**src/rtl/scan_ctrl_pkg.sv**
```systemverilog
// Shared definitions for the scan chain controller.
// Holds the controller state encoding, the per-design slot width and a helper
// that maps a chain position onto the currently targeted design slot.
package scan_ctrl_pkg;

    localparam int unsigned BITS_PER_DESIGN = 8;

    typedef enum logic [2:0] {
        StIdle,
        StShiftIn,
        StLatch,
        StCapture,
        StShiftOut,
        StDone
    } scan_state_e;

    // True when chain position pos lies inside slot sel and that slot exists.
    function automatic logic slot_hit(input int unsigned pos, input int unsigned sel,
                                      input int unsigned num_designs);
        return (sel < num_designs) && ((pos / BITS_PER_DESIGN) == sel);
    endfunction

endpackage

```
**src/rtl/scan_bit_counter.sv**
```systemverilog
// Bit/phase sequencer for the scan chain controller.
// Each chain bit spans two enabled cycles: phase 0 (low) then phase 1 (high).
// The bit index advances after the high phase and stops at LEN-1, so it never
// wraps inside a phase; the controller clears it between phases.
// Ports:
//   clk, resetb  - clock, synchronous active-low reset
//   clear        - return phase and index to zero (wins over enable)
//   enable       - advance the sequence by one cycle
//   phase        - 0 = low half of the bit, 1 = high half
//   index        - current bit index, 0..LEN-1
//   last         - high phase of bit LEN-1
module scan_bit_counter #(
    parameter int unsigned LEN = 32,
    localparam int unsigned IDX_W = (LEN > 1) ? $clog2(LEN) : 1
) (
    input  logic             clk,
    input  logic             resetb,
    input  logic             clear,
    input  logic             enable,
    output logic             phase,
    output logic [IDX_W-1:0] index,
    output logic             last
);

    logic             phase_q, phase_d;
    logic [IDX_W-1:0] index_q, index_d;

    assign last  = phase_q && (index_q == IDX_W'(LEN - 1));
    assign phase = phase_q;
    assign index = index_q;

    always_comb begin
        phase_d = phase_q;
        index_d = index_q;
        if (clear) begin
            phase_d = 1'b0;
            index_d = '0;
        end else if (enable) begin
            phase_d = ~phase_q;
            if (phase_q && !last) begin
                index_d = index_q + IDX_W'(1);
            end
        end
    end

    always_ff @(posedge clk) begin
        if (!resetb) begin
            phase_q <= 1'b0;
            index_q <= '0;
        end else begin
            phase_q <= phase_d;
            index_q <= index_d;
        end
    end

endmodule

```
**src/rtl/scan_chain_controller.sv**
```systemverilog
// Scan chain controller: runs one full shift-in / latch / capture / shift-out
// transaction on an external chain of NUM_DESIGNS 8-bit design slots.
// Every output is registered, so pins follow the internal state one cycle late.
// Ports:
//   clk, resetb     - clock, synchronous active-low reset
//   start           - request a transaction (honoured only when idle)
//   active_select   - target slot, sampled with start
//   inputs          - byte for the target slot, sampled with start
//   scan_data_in    - serial data returning from the end of the chain
//   scan_clk        - chain shift clock
//   scan_data_out   - serial data into the chain
//   scan_select     - 1 = chain captures design outputs, 0 = chain shifts
//   scan_latch_en   - latch chain contents onto the design inputs
//   outputs         - captured byte of the target slot, held between runs
//   busy            - transaction in progress
//   valid           - one-cycle pulse when outputs update
module scan_chain_controller
    import scan_ctrl_pkg::*;
#(
    parameter int unsigned NUM_DESIGNS = 4,
    parameter int unsigned SEL_W       = 2
) (
    input  logic             clk,
    input  logic             resetb,
    input  logic             start,
    input  logic [SEL_W-1:0] active_select,
    input  logic [7:0]       inputs,
    input  logic             scan_data_in,
    output logic             scan_clk,
    output logic             scan_data_out,
    output logic             scan_select,
    output logic             scan_latch_en,
    output logic [7:0]       outputs,
    output logic             busy,
    output logic             valid
);

    localparam int unsigned CHAIN_LEN = BITS_PER_DESIGN * NUM_DESIGNS;
    localparam int unsigned IDX_W     = (CHAIN_LEN > 1) ? $clog2(CHAIN_LEN) : 1;
    localparam int unsigned BIT_W     = $clog2(BITS_PER_DESIGN);

    scan_state_e      state_q, state_d;
    logic [SEL_W-1:0] sel_q, sel_d;
    logic [7:0]       in_q, in_d;
    logic [7:0]       cap_q, cap_d;

    logic             scan_clk_q, scan_clk_d;
    logic             scan_data_out_q, scan_data_out_d;
    logic             scan_select_q, scan_select_d;
    logic             scan_latch_en_q, scan_latch_en_d;
    logic [7:0]       outputs_q, outputs_d;
    logic             busy_q, busy_d;
    logic             valid_q, valid_d;

    logic             cnt_clear, cnt_enable, cnt_phase, cnt_last;
    logic [IDX_W-1:0] cnt_index;
    logic [IDX_W-1:0] pos;
    logic             hit;

    scan_bit_counter #(
        .LEN(CHAIN_LEN)
    ) u_bit_counter (
        .clk   (clk),
        .resetb(resetb),
        .clear (cnt_clear),
        .enable(cnt_enable),
        .phase (cnt_phase),
        .index (cnt_index),
        .last  (cnt_last)
    );

    // Shift index j addresses chain position L-1-j in both shift directions.
    assign pos = IDX_W'(CHAIN_LEN - 1) - cnt_index;
    assign hit = slot_hit(32'(pos), 32'(sel_q), NUM_DESIGNS);

    // Next-state, operand capture and deserializer.
    always_comb begin
        state_d    = state_q;
        sel_d      = sel_q;
        in_d       = in_q;
        cap_d      = cap_q;
        cnt_clear  = 1'b0;
        cnt_enable = 1'b0;
        unique case (state_q)
            StIdle: begin
                if (start) begin
                    state_d   = StShiftIn;
                    sel_d     = active_select;
                    in_d      = inputs;
                    cap_d     = '0;
                    cnt_clear = 1'b1;
                end
            end
            StShiftIn: begin
                cnt_enable = 1'b1;
                if (cnt_last) begin
                    state_d   = StLatch;
                    cnt_clear = 1'b1;
                end
            end
            StLatch: begin
                cnt_enable = 1'b1;
                if (cnt_phase) begin
                    state_d   = StCapture;
                    cnt_clear = 1'b1;
                end
            end
            StCapture: begin
                cnt_enable = 1'b1;
                if (cnt_phase) begin
                    state_d   = StShiftOut;
                    cnt_clear = 1'b1;
                end
            end
            StShiftOut: begin
                cnt_enable = 1'b1;
                // Sample in the low phase, before the next scan_clk rise moves the chain.
                if (!cnt_phase && hit) begin
                    cap_d[pos[BIT_W-1:0]] = scan_data_in;
                end
                if (cnt_last) begin
                    state_d   = StDone;
                    cnt_clear = 1'b1;
                end
            end
            StDone: begin
                state_d = StIdle;
            end
            default: begin
                state_d = StIdle;
            end
        endcase
    end

    // Pin values for the current state; registered below.
    always_comb begin
        scan_clk_d      = 1'b0;
        scan_data_out_d = 1'b0;
        scan_select_d   = 1'b0;
        scan_latch_en_d = 1'b0;
        valid_d         = 1'b0;
        outputs_d       = outputs_q;
        busy_d          = (state_q != StIdle);
        unique case (state_q)
            StShiftIn: begin
                scan_clk_d      = cnt_phase;
                scan_data_out_d = hit & in_q[pos[BIT_W-1:0]];
            end
            StLatch: begin
                scan_latch_en_d = ~cnt_phase;
            end
            StCapture: begin
                scan_select_d = 1'b1;
                scan_clk_d    = cnt_phase;
            end
            StShiftOut: begin
                scan_clk_d = cnt_phase;
            end
            StDone: begin
                valid_d   = 1'b1;
                outputs_d = cap_q;
            end
            default: begin
                valid_d = 1'b0;
            end
        endcase
    end

    always_ff @(posedge clk) begin
        if (!resetb) begin
            state_q         <= StIdle;
            sel_q           <= '0;
            in_q            <= '0;
            cap_q           <= '0;
            scan_clk_q      <= 1'b0;
            scan_data_out_q <= 1'b0;
            scan_select_q   <= 1'b0;
            scan_latch_en_q <= 1'b0;
            outputs_q       <= '0;
            busy_q          <= 1'b0;
            valid_q         <= 1'b0;
        end else begin
            state_q         <= state_d;
            sel_q           <= sel_d;
            in_q            <= in_d;
            cap_q           <= cap_d;
            scan_clk_q      <= scan_clk_d;
            scan_data_out_q <= scan_data_out_d;
            scan_select_q   <= scan_select_d;
            scan_latch_en_q <= scan_latch_en_d;
            outputs_q       <= outputs_d;
            busy_q          <= busy_d;
            valid_q         <= valid_d;
        end
    end

    assign scan_clk      = scan_clk_q;
    assign scan_data_out = scan_data_out_q;
    assign scan_select   = scan_select_q;
    assign scan_latch_en = scan_latch_en_q;
    assign outputs       = outputs_q;
    assign busy          = busy_q;
    assign valid         = valid_q;

endmodule

```
**config.mk**
```make
export PLATFORM = sky130hd
export DESIGN_NAME = scan_chain_controller
export DESIGN_NICKNAME = d
export VERILOG_FILES = /design/src/rtl/scan_ctrl_pkg.sv /design/src/rtl/scan_bit_counter.sv /design/src/rtl/scan_chain_controller.sv
export SDC_FILE = /design/constraint.sdc
export NUM_CORES = 1
export LEC_CHECK = 0
export CORE_UTILIZATION = 55
export CTS_BUF_LIST = sky130_fd_sc_hd__clkbuf_8
export CTS_CLUSTER_SIZE = 10
export DETAILED_ROUTE_END_ITERATION = 8
export PLACE_DENSITY_LB_ADDON = 0.3
export SLEW_MARGIN = 15
export SYNTH_ARGS = -nofsm -noshare
export SYNTH_HDL_FRONTEND = slang
export SYNTH_SLANG_ARGS = --single-unit
```
**constraint.sdc**
```tcl
create_clock -name clk -period 1.9 [get_ports clk]
set_input_delay 0.38 -clock clk [delete_from_list [all_inputs] [get_ports clk]]
set_output_delay 0.38 -clock clk [all_outputs]
set_load 0.02 [all_outputs]
```
==> metrics.md, run 1 <==
| Metric | Value |
|---|---|
| # diodes | 0 |
| Clock latency on the worst-skew pair | 300 ps |
| Avg Cell Area, Syn | 8.92 um^2 |
| Path type of the worst min-delay path | flip-flop to flip-flop |
| CTS sink count | 41 |
| Vias in the first global route | 1,416 |
| Slew headroom | 0.609 |
| Initial Util | 0.579 |
| Post-Layout Cell Count | 273 |
| Port Buffer Count | 27 |
| Gr ovfl total | 0 |
| Slowest CP cell | dfxtp_1 |
| Total number of vias | 1,498 |
| Met2 Use GR | 0.435 |
| Outcome | finished, final reports clean |
| Net Count, Synth | 214 |
| Most frequent CP cell | ha_1 |
| GRT busiest layer | met2 |
| IO Pins | 28 |
| Syn Inst Count | 198 |
| DP Wirelength | 2560 um |
| Placed Instances | 265 |
| Worst Path Required | 2080 ps |
| Pwr Density | 845 mW/mm^2 |
| Die height | 58.7 um |
| Total GRT Usage | 0.243 |
| Largest net degree at the start of global routing | 24 |
| CP Capture Type | flip-flop |
| Routability Congestion | 0.783 |
| Delay-heaviest family, CP | simple AND/OR/NAND/NOR gates |
| First-pass GRT wire length | 6160 um |
| Largest stage delay, worst path | 320 ps |
| Largest vdd supply drop | 568 uV |
| Root buf cell | clkbuf_8 |
| Yosys cell types | 42 |
| Initial antenna violation count | 0 |
| Met1 track demand over resource | 0.269 |
| CTS H-Tree Depth | 2 |
| Post-Syn Area | 0.00177 mm^2 |
| RSZ-0062 raised after global routing | no |
| Fillers | 232 |
| F_max | 566 MHz |
| Antenna Nets Post-Route | 0 |
| DRT iter0 DRCs | 37 |
| Max cap viols | 0 |
| Leak Pwr | 0.905 nW |
| Rows | 20 |
| Worst path buffer plus inverter count | 0 |
| CP Class | flip-flop to flip-flop |
| Yosys reg bits | 41 |
| Slew @ Worst Pin | 585 ps |
| Share of layout cells above drive strength 1 | 0.105 |
| Die Area | 0.00344 mm^2 |
| Slew Limit Fails | 0 |
| Post-Route WL | 3720 um |
| Clock skew | 10.1 ps |
| Final Power | 1.90 mW |
| Commonest non-fill, non-tap cell in the layout | dfxtp_1 |
| CTS buffer count | 5 |
| Syn. warnings | 0 |
| Post-CTS setup buffers | 0 |
| Core ar. | 0.00305 mm^2 |
| Synthesis-to-layout area growth | 27.0% |
| DRT Pass-1 Iters | 5 |
| Setup violations, final | 0 |
| Endpoints failing hold | 0 |
| Seq/Total Area, Yosys | 0.465 |
| Chip Width | 58.7 um |
| Startpoint type of the worst setup path | flip-flop |
| Worst endpoint data arrival time | 1950 ps |
| Worst-path fanout max | 4 |
| DR DRC count | 0 |
| Final period util | 0.930 |
| Nets | 244 |
| Crit path cell chain | ha_1 -> and3_1 -> ha_1 -> nand2b_1 -> a211o_1 -> xor2_1 -> nor2_1 |
| Clk buf depth | 2 |
| CTS tree | built |
| Avg WL per Cell | 13.6 um |
| Met3 track demand over resource | 0.0747 |
| Clk slew on worst S/H paths | 80 ps |
| Vias per Instance | 5.49 |
| Post-cts sizing count | 0 |
| Most frequent cells in the layout | 41 x dfxtp_1, 32 x nand2_1, 27 x clkdlybuf4s50_1 |
| CTS Hold Buffers Added | 0 |
| Crit path time final | 1770 ps |
## kinds of logic after synthesis
group / after synthesis / share of synthesized area
xor+xnor: 6 / 0.0297
buf+inv: 16 / 0.0368
flops: 41 / 0.465
fa+ha+maj: 2 / 0.0142
mux: 18 / 0.103
simple gates: 83 / 0.232
compound gates: 32 / 0.120
## area by class of cell
type	instances	area (um^2)	share of cell area
clock inverter	3	68.8	0.0307
clock buffer	5	68.8	0.0307
inverter	3	11.3	0.00502
tap	44	55.1	0.0245
timing repair buffer	36	338	0.151
multi-input combinational	141	881	0.393
sequential	41	821	0.366
## worst register-to-register path: stages, from the launching register on
cell and delay, ps:
dfxtp_1 320, ha_1 210, and3_1 190, ha_1 210
nand2b_1 210, a211o_1 320, xor2_1 150, nor2_1 50
## routing by layer
metal / routed length, um / up-vias / part of all wire
met5: 0 / - / 0
met4: 76 / 0 / 0.020
met3: 166 / 7 / 0.045
met2: 1890 / 40 / 0.51
met1: 1590 / 706 / 0.43
li1: - / 745 / -
## power breakdown
group,switching (mW),internal [mW],total [mW]
combinational,0.0826,0.0669,0.150
sequential,0.0224,0.880,0.903
clock,0.315,0.529,0.844
## per-stage QoR
step           hold WS (ps)  TNS (ps)  area, um^2  worst slack [ps]  utilization
2_1_floorplan           432         0        1770               270            -
3_3_place_gp            440         0        2110              82.0        0.690
3_5_place_dp            454     -18.0        2110             -18.0        0.690
4_1_cts                 465         0        2240               120        0.735
5_1_grt                 484         0        2240              2.95        0.735
6_report                463         0        2240               133        0.735
## worst paths after layout
check | end | from | cells past startpoint | slack [ps]
setup / recovery | u_bit_counter.index[3] | u_bit_counter.index[0] | 7 | 130
hold / removal | in_q[5] | in_q[5] | 2 | 460
setup reg to reg | u_bit_counter.index[3] | u_bit_counter.index[0] | 7 | 130
hold reg to reg | in_q[5] | in_q[5] | 2 | 460
## sequential cells by signal, indices dropped and copies added (netlist names)
name and flops:
cap_q 8, in_q 8, outputs 8, u_bit_counter.index 5, state_q 3, sel_q 2, busy 1, scan_clk 1
scan_data_out 1, scan_latch_en 1, scan_select 1, u_bit_counter.phase 1, valid 1
## Yosys cell counts
cell | number | area share
a211o_1 | 1 | 0.0050
a211oi_2 | 1 | 0.0071
a21oi_1 | 15 | 0.042
a21oi_2 | 1 | 0.0050
a22o_1 | 1 | 0.0050
and2_1 | 1 | 0.0035
and3_1 | 3 | 0.011
and3b_1 | 1 | 0.0050
and4_1 | 1 | 0.0050
buf_2 | 4 | 0.011
clkbuf_1 | 9 | 0.019
clkinv_1 | 1 | 0.0021
dfxtp_1 | 41 | 0.46
ha_1 | 2 | 0.014
inv_1 | 2 | 0.0043
mux2_2 | 2 | 0.013
mux2i_1 | 16 | 0.091
nand2_1 | 32 | 0.068
nand2b_1 | 1 | 0.0035
nand3_1 | 4 | 0.011
nand3b_1 | 4 | 0.017
nand4_1 | 2 | 0.0071
nor2_1 | 21 | 0.045
nor2b_1 | 2 | 0.0071
nor3_1 | 3 | 0.0085
nor3b_1 | 3 | 0.013
nor3b_2 | 1 | 0.0071
nor4_1 | 1 | 0.0035
nor4b_1 | 1 | 0.0050
o211ai_1 | 2 | 0.0085
o21ai_0 | 3 | 0.0085
o21ai_2 | 1 | 0.0050
o21bai_1 | 1 | 0.0043
o22a_1 | 1 | 0.0050
o311ai_0 | 1 | 0.0050
o31ai_1 | 1 | 0.0043
o32ai_1 | 1 | 0.0050
o41ai_1 | 2 | 0.0099
or3b_4 | 1 | 0.0064
or4b_1 | 1 | 0.0057
xnor2_1 | 2 | 0.0099
xor2_1 | 4 | 0.020
Note: power is estimated with default switching activity, not from simulation.
==> run 2, diff against run 1 <==
--- a/config.mk
+++ b/config.mk
@@ -5,6 +5,7 @@
 export SDC_FILE = /design/constraint.sdc
 export NUM_CORES = 1
 export LEC_CHECK = 0
+export ABC_AREA = 1
 export CORE_UTILIZATION = 55
 export CTS_BUF_LIST = sky130_fd_sc_hd__clkbuf_8
 export CTS_CLUSTER_SIZE = 10
==> metrics.md, run 2 <==
| Metric | Value |
|---|---|
| Root buf cell | clkbuf_8 |
| Register area | 821 um^2 |
| Synth area leaders | dfxtp_1 44%, nand2_1 12%, a21oi_1 9.4% |
| Net Count, Synth | 281 |
| Most frequent cells in the layout | 57 x nand2_1, 41 x dfxtp_1, 40 x inv_1 |
| Ys flop type | dfxtp_1 |
| Final Power | 2.81 mW |
| Vias per Instance | 4.97 |
| Syn Inst Count | 265 |
| Outcome | finished, final reports clean |
| Yosys top cell area share | 0.442 |
| Fillers | 248 |
| Largest family of logic cells by synthesized area | simple AND/OR/NAND/NOR gates |
| Leak Pwr | 0.964 nW |
| Simple logic cell fraction of the synthesized area | 0.261 |
| Nets | 312 |
| Synthesis-to-layout area growth | 23.7% |
| EDFF count, synth | 0 |
| Post-synth top area cell | dfxtp_1 |
| Initial antenna violation count | 0 |
| Slew headroom | 0.707 |
| Total number of vias | 1,694 |
| Total GRT Usage | 0.218 |
| F_max | 595 MHz |
| Port Buffer Count | 27 |
| Avg Cell Area, Syn | 7.01 um^2 |
| CP Capture Type | flip-flop |
| Synth Area in Adders | 0.0135 |
| Crit path time final | 1680 ps |
| DRT iter0 DRCs | 68 |
| First-pass GRT wire length | 5930 um |
| Setup violations, final | 0 |
| RSZ-0062 raised after global routing | no |
| Yosys reg bits | 41 |
| Post-CTS setup buffers | 0 |
| CP Class | flip-flop to flip-flop |
| DRT Pass-1 Iters | 4 |
| XOR/XNOR share of the synthesized area | 0.0142 |
| Largest net degree at the start of global routing | 20 |
| Chip Width | 60.1 um |
| Antenna Nets Post-Route | 0 |
| Vias in the first global route | 1,422 |
| Post-cts sizing count | 0 |
| Area of the multi-input gates | 833 um^2 |
| Clock skew | 6.43 ps |
| WHS Path Cells | 2 |
| CTS buffer count | 5 |
| Final period util | 0.885 |
| CTS sink count | 41 |
| Internal Power | 1.76 mW |
| Die height | 60.1 um |
| Switching Fraction | 0.374 |
| Max cap viols | 0 |
| Rows | 20 |
| DP Wirelength | 2590 um |
| RR Startpoint | u_bit_counter.index[1] |
| Final Worst Setup Slack | 218 ps |
| CTS H-Tree Depth | 2 |
| DR DRC count | 0 |
| Worst reg-to-reg setup slack | 220 ps |
| Slew Limit Fails | 0 |
| Avg WL per Cell | 10.1 um |
| Gr ovfl total | 0 |
| Clk slew on worst S/H paths | 80 ps |
| CTS Hold Buffers Added | 0 |
| Yosys cell types | 22 |
| IO Pins | 28 |
| Sw Pwr | 1.05 mW |
| Part of the power in registers | 0.392 |
| Startpoint type of the worst setup path | flip-flop |
| Worst Path Required | 2070 ps |
| Worst R2R End | u_bit_counter.index[2] |
| Seq/Total Area, Yosys | 0.442 |
| Largest vdd supply drop | 775 uV |
| Synth top cells by count | 57 x nand2_1, 41 x dfxtp_1, 40 x inv_1, 35 x a21oi_1, 25 x nand3_1 |
| Compound-Gate Fraction of Synth Area | 0.160 |
| Die Area | 0.00361 mm^2 |
| Commonest non-fill, non-tap cell in the layout | nand2_1 |
| Syn. warnings | 0 |
| Routability Congestion | 0.865 |
| Hold EP | outputs[6] |
| CTS tree | built |
| Placement Setup Slack | 255 ps |
| Clock latency on the worst-skew pair | 290 ps |
| Share of layout cells above drive strength 1 | 0.0808 |
| Path type of the worst min-delay path | flip-flop to flip-flop |
| Clk buf depth | 2 |
| Initial Util | 0.594 |
| Async set-or-reset flop fraction in the synthesized netlist | 0 |
| Most common cell in the netlist | nand2_1 |
| Endpoints failing hold | 0 |
| Combinational cell fraction of total power | 0.360 |
| Hold path start | outputs[6] |
| Final TNS setup | 0 ps |
| Worst-path fanout max | 8 |
| Post-Syn Area | 0.00186 mm^2 |
| Pwr Density | 1220 mW/mm^2 |
| R2R cell count | 8 |
| Clk network pwr share | 0.247 |
| Mux cell area share after synthesis | 0 |
| Core ar. | 0.00313 mm^2 |
| Slew @ Worst Pin | 438 ps |
| Worst endpoint data arrival time | 1850 ps |
| Post-Route WL | 3430 um |
| # diodes | 0 |
## run 2: cell count changes after synthesis, moves of 3 or more
| cell | delta |
|---|---|
| nor2_1 | -3 |
| inv_1 | +38 |
| mux2i_1 | -16 |
| nor3b_1 | -3 |
| nand3b_1 | -4 |
| clkbuf_1 | -4 |
| a21oi_1 | +20 |
| and3_1 | -3 |
| nand2_1 | +25 |
| nand3_1 | +21 |
| o21ai_0 | +17 |
## run 2: layer usage
metal,GRT usage,vias to the layer above,share of wire
met4,0.0897,0,0.014
met1,0.283,744,0.48
met2,0.347,40,0.47
met5,0,-,0
li1,-,906,-
met3,0.0455,4,0.037
## run 2: power groups by stage
stage / combinational (mW) / clock, mW / sequential (mW)
floorplan: 0.720 / 0 / 1.16
global placement: 0.985 / 0 / 1.12
detailed placement: 1.01 / 0 / 1.12
CTS: 1.01 / 0.708 / 1.10
global route: 1.18 / 0.747 / 1.12
finish: 1.01 / 0.695 / 1.10
## run 2: stage by stage
| step | hold WS (ps) | instance area (um^2) | std cells | utilization |
|---|---|---|---|---|
| after global placement | 431 | 2180 | 333 | 0.698 |
| after global routing | 464 | 2300 | 341 | 0.734 |
| final | 444 | 2300 | 341 | 0.734 |
| after CTS | 448 | 2300 | 341 | 0.734 |
| after floorplan | 425 | 1860 | 265 | - |
| after detailed placement | 435 | 2180 | 333 | 0.698 |
## run 2: worst max path at each step
stage / from / to / slack (ps)
finish: u_bit_counter.index[1] / u_bit_counter.index[2] / 220
global route: u_bit_counter.index[1] / u_bit_counter.index[3] / 80
CTS: u_bit_counter.index[1] / u_bit_counter.index[3] / 240
detailed placement: u_bit_counter.index[1] / u_bit_counter.index[3] / 260
global placement: u_bit_counter.index[1] / u_bit_counter.index[1] / 290
floorplan: u_bit_counter.index[1] / u_bit_counter.index[2] / 400
## run 2: worst max-delay path, stage by stage (launching register included)
cell and delay (ps):
dfxtp_1 380, ha_1 240, nand2_1 70, nor2_1 40, ha_1 200, nor2_1 290, nand2_1 190, nand2_1 90
a21oi_1 60
## run 2: area by class of cell
class / count / area share
clock buffer: 5 / 0.0300
multi-input combinational: 173 / 0.363
clock inverter: 3 / 0.0202
timing repair buffer: 33 / 0.137
sequential: 41 / 0.357
inverter: 42 / 0.0686
tap: 44 / 0.0240
## run 2: cells by family after synthesis
group,count (synthesis)
XOR/XNOR,3
buffers and inverters,51
flip-flops,41
AND/OR/NAND/NOR,110
adder cells (fa/ha/maj),2
AO/OA/AOI/OAI,58
==> run 3, diff against run 2 <==
--- a/config.mk
+++ b/config.mk
@@ -6,7 +6,9 @@
 export NUM_CORES = 1
 export LEC_CHECK = 0
 export ABC_AREA = 1
-export CORE_UTILIZATION = 55
+export CELL_PAD_IN_SITES_DETAIL_PLACEMENT = 1
+export CELL_PAD_IN_SITES_GLOBAL_PLACEMENT = 2
+export CORE_UTILIZATION = 31
 export CTS_BUF_LIST = sky130_fd_sc_hd__clkbuf_8
 export CTS_CLUSTER_SIZE = 10
 export DETAILED_ROUTE_END_ITERATION = 8
==> metrics.md, run 3 (synthesized netlist as in run 2, its figures left out) <==
| Metric | Value |
|---|---|
| RSZ-0062 raised after global routing | no |
| Clk slew on worst S/H paths | 80 ps |
| Synthesis-to-layout area growth | 27.3% |
| Share of layout cells above drive strength 1 | 0.0897 |
| Largest net degree at the start of global routing | 18 |
| Rows | 27 |
| Root buf cell | clkbuf_8 |
| Post-layout util | 0.419 |
| Endpoints failing hold | 0 |
| Slew @ Worst Pin | 396 ps |
| Core ar. | 0.00564 mm^2 |
| Top sig layer | met4 |
| Post-Route WL | 4450 um |
| Initial antenna violation count | 0 |
| Worst endpoint data arrival time | 1870 ps |
| Die Area | 0.00630 mm^2 |
| Avg WL per Cell | 11.9 um |
| Leak Pwr | 0.993 nW |
| Gr ovfl total | 0 |
| CP Capture Type | flip-flop |
| Final TNS setup | 0 ps |
| Total number of vias | 1,726 |
| Total GRT Usage | 0.158 |
| Met2 wire length | 2070 um |
| Clock latency on the worst-skew pair | 290 ps |
| Final period util | 0.892 |
| CTS H-Tree Depth | 2 |
| Crit path time final | 1690 ps |
| CTS buffer count | 5 |
| Clock skew | 5.41 ps |
| Initial Util | 0.329 |
| CTS tree | built |
| Clk buf depth | 2 |
| Routability Congestion | 0.802 |
| Largest vdd supply drop | 445 uV |
| Setup violations, final | 0 |
| Worst reg-to-reg setup slack | 210 ps |
| Vias in the first global route | 1,695 |
| Post-CTS setup buffers | 0 |
| Fillers | 725 |
| Slew headroom | 0.735 |
| F_max | 590 MHz |
| Final Power | 2.91 mW |
| Post-cts sizing count | 0 |
| Commonest non-fill, non-tap cell in the layout | nand2_1 |
| CTS Hold Buffers Added | 0 |
| Worst-path fanout max | 6 |
| CP Class | flip-flop to flip-flop |
| Pwr Density | 1230 mW/mm^2 |
| Slew Limit Fails | 0 |
| Port Buffer Count | 27 |
| Die height | 79.4 um |
| DR DRC count | 0 |
| DP Wirelength | 3380 um |
| # diodes | 0 |
| Most frequent cells in the layout | 57 x nand2_1, 41 x inv_1, 41 x dfxtp_1 |
| Antenna Nets Post-Route | 0 |
| DRT Pass-1 Iters | 4 |
| Met3 routed WL | 126 um |
| Max cap viols | 0 |
| First-pass GRT wire length | 7730 um |
| DRT iter0 DRCs | 57 |
| Outcome | finished, final reports clean |
| Nets | 316 |
| CTS sink count | 41 |
| Path type of the worst min-delay path | flip-flop to flip-flop |
| Startpoint type of the worst setup path | flip-flop |
| Worst Path Required | 2080 ps |
| Metal1 wirelength | 2150 um |
| Vias per Instance | 4.63 |
| Chip Width | 79.4 um |
| IO Pins | 28 |
## run 3: cell count changes in the layout (fill, tap and decap cells not counted), sizes merged
cell and delta:
clkbuf +1, buf +4, inv +1, clkinvlp -1
clkinv -1
## run 3: critical path, cell delays in order (launching register included)
cell and delay, ps:
dfxtp_1 320, ha_1 220, nand2_1 70, nor2_1 40, ha_1 200, nor2_1 340
nand2_1 210, nand2_1 110, a21oi_1 60
## run 3: layout make-up
cell class	instances	area (um^2)	share of cell area
inverter	42	158	0.0667
clock inverter	2	33.8	0.0143
timing repair buffer	37	345	0.146
clock buffer	6	82.6	0.0349
tap	72	90.1	0.0381
sequential	41	821	0.347
multi-input combinational	173	833	0.353
## run 3: through the flow
| step | instance area [um^2] | setup slack (ps) | cells | hold slack (ps) |
|---|---|---|---|---|
| final | 2360 | 206 | 373 | 446 |
| after global routing | 2360 | 37.7 | 373 | 473 |
| after CTS | 2360 | 193 | 373 | 449 |
| after detailed placement | 2250 | 211 | 365 | 436 |
| after global placement | 2250 | 222 | 365 | 429 |
| after floorplan | 1860 | 399 | 265 | 425 |
## run 3: path summary, 6_finish.rpt
path | startpoint | endpoint | cells past startpoint
hold / removal | outputs[0] | outputs[0] | 2
setup / recovery | u_bit_counter.index[0] | u_bit_counter.index[0] | 8
hold reg to reg | outputs[0] | outputs[0] | 2
setup reg to reg | u_bit_counter.index[0] | u_bit_counter.index[0] | 8
## run 3: power by group
part	leakage, nW	internal [mW]	switching (mW)
Sequential	0.334	1.00	0.105
Clock	0.0626	0.423	0.301
Combinational	0.597	0.385	0.695
## run 3: routing by layer
| layer | GRT usage | up-vias |
|---|---|---|
| met5 | 0 | - |
| met4 | 0.0709 | 0 |
| met3 | 0.0377 | 9 |
| met2 | 0.253 | 23 |
| met1 | 0.201 | 782 |
| li1 | - | 912 |
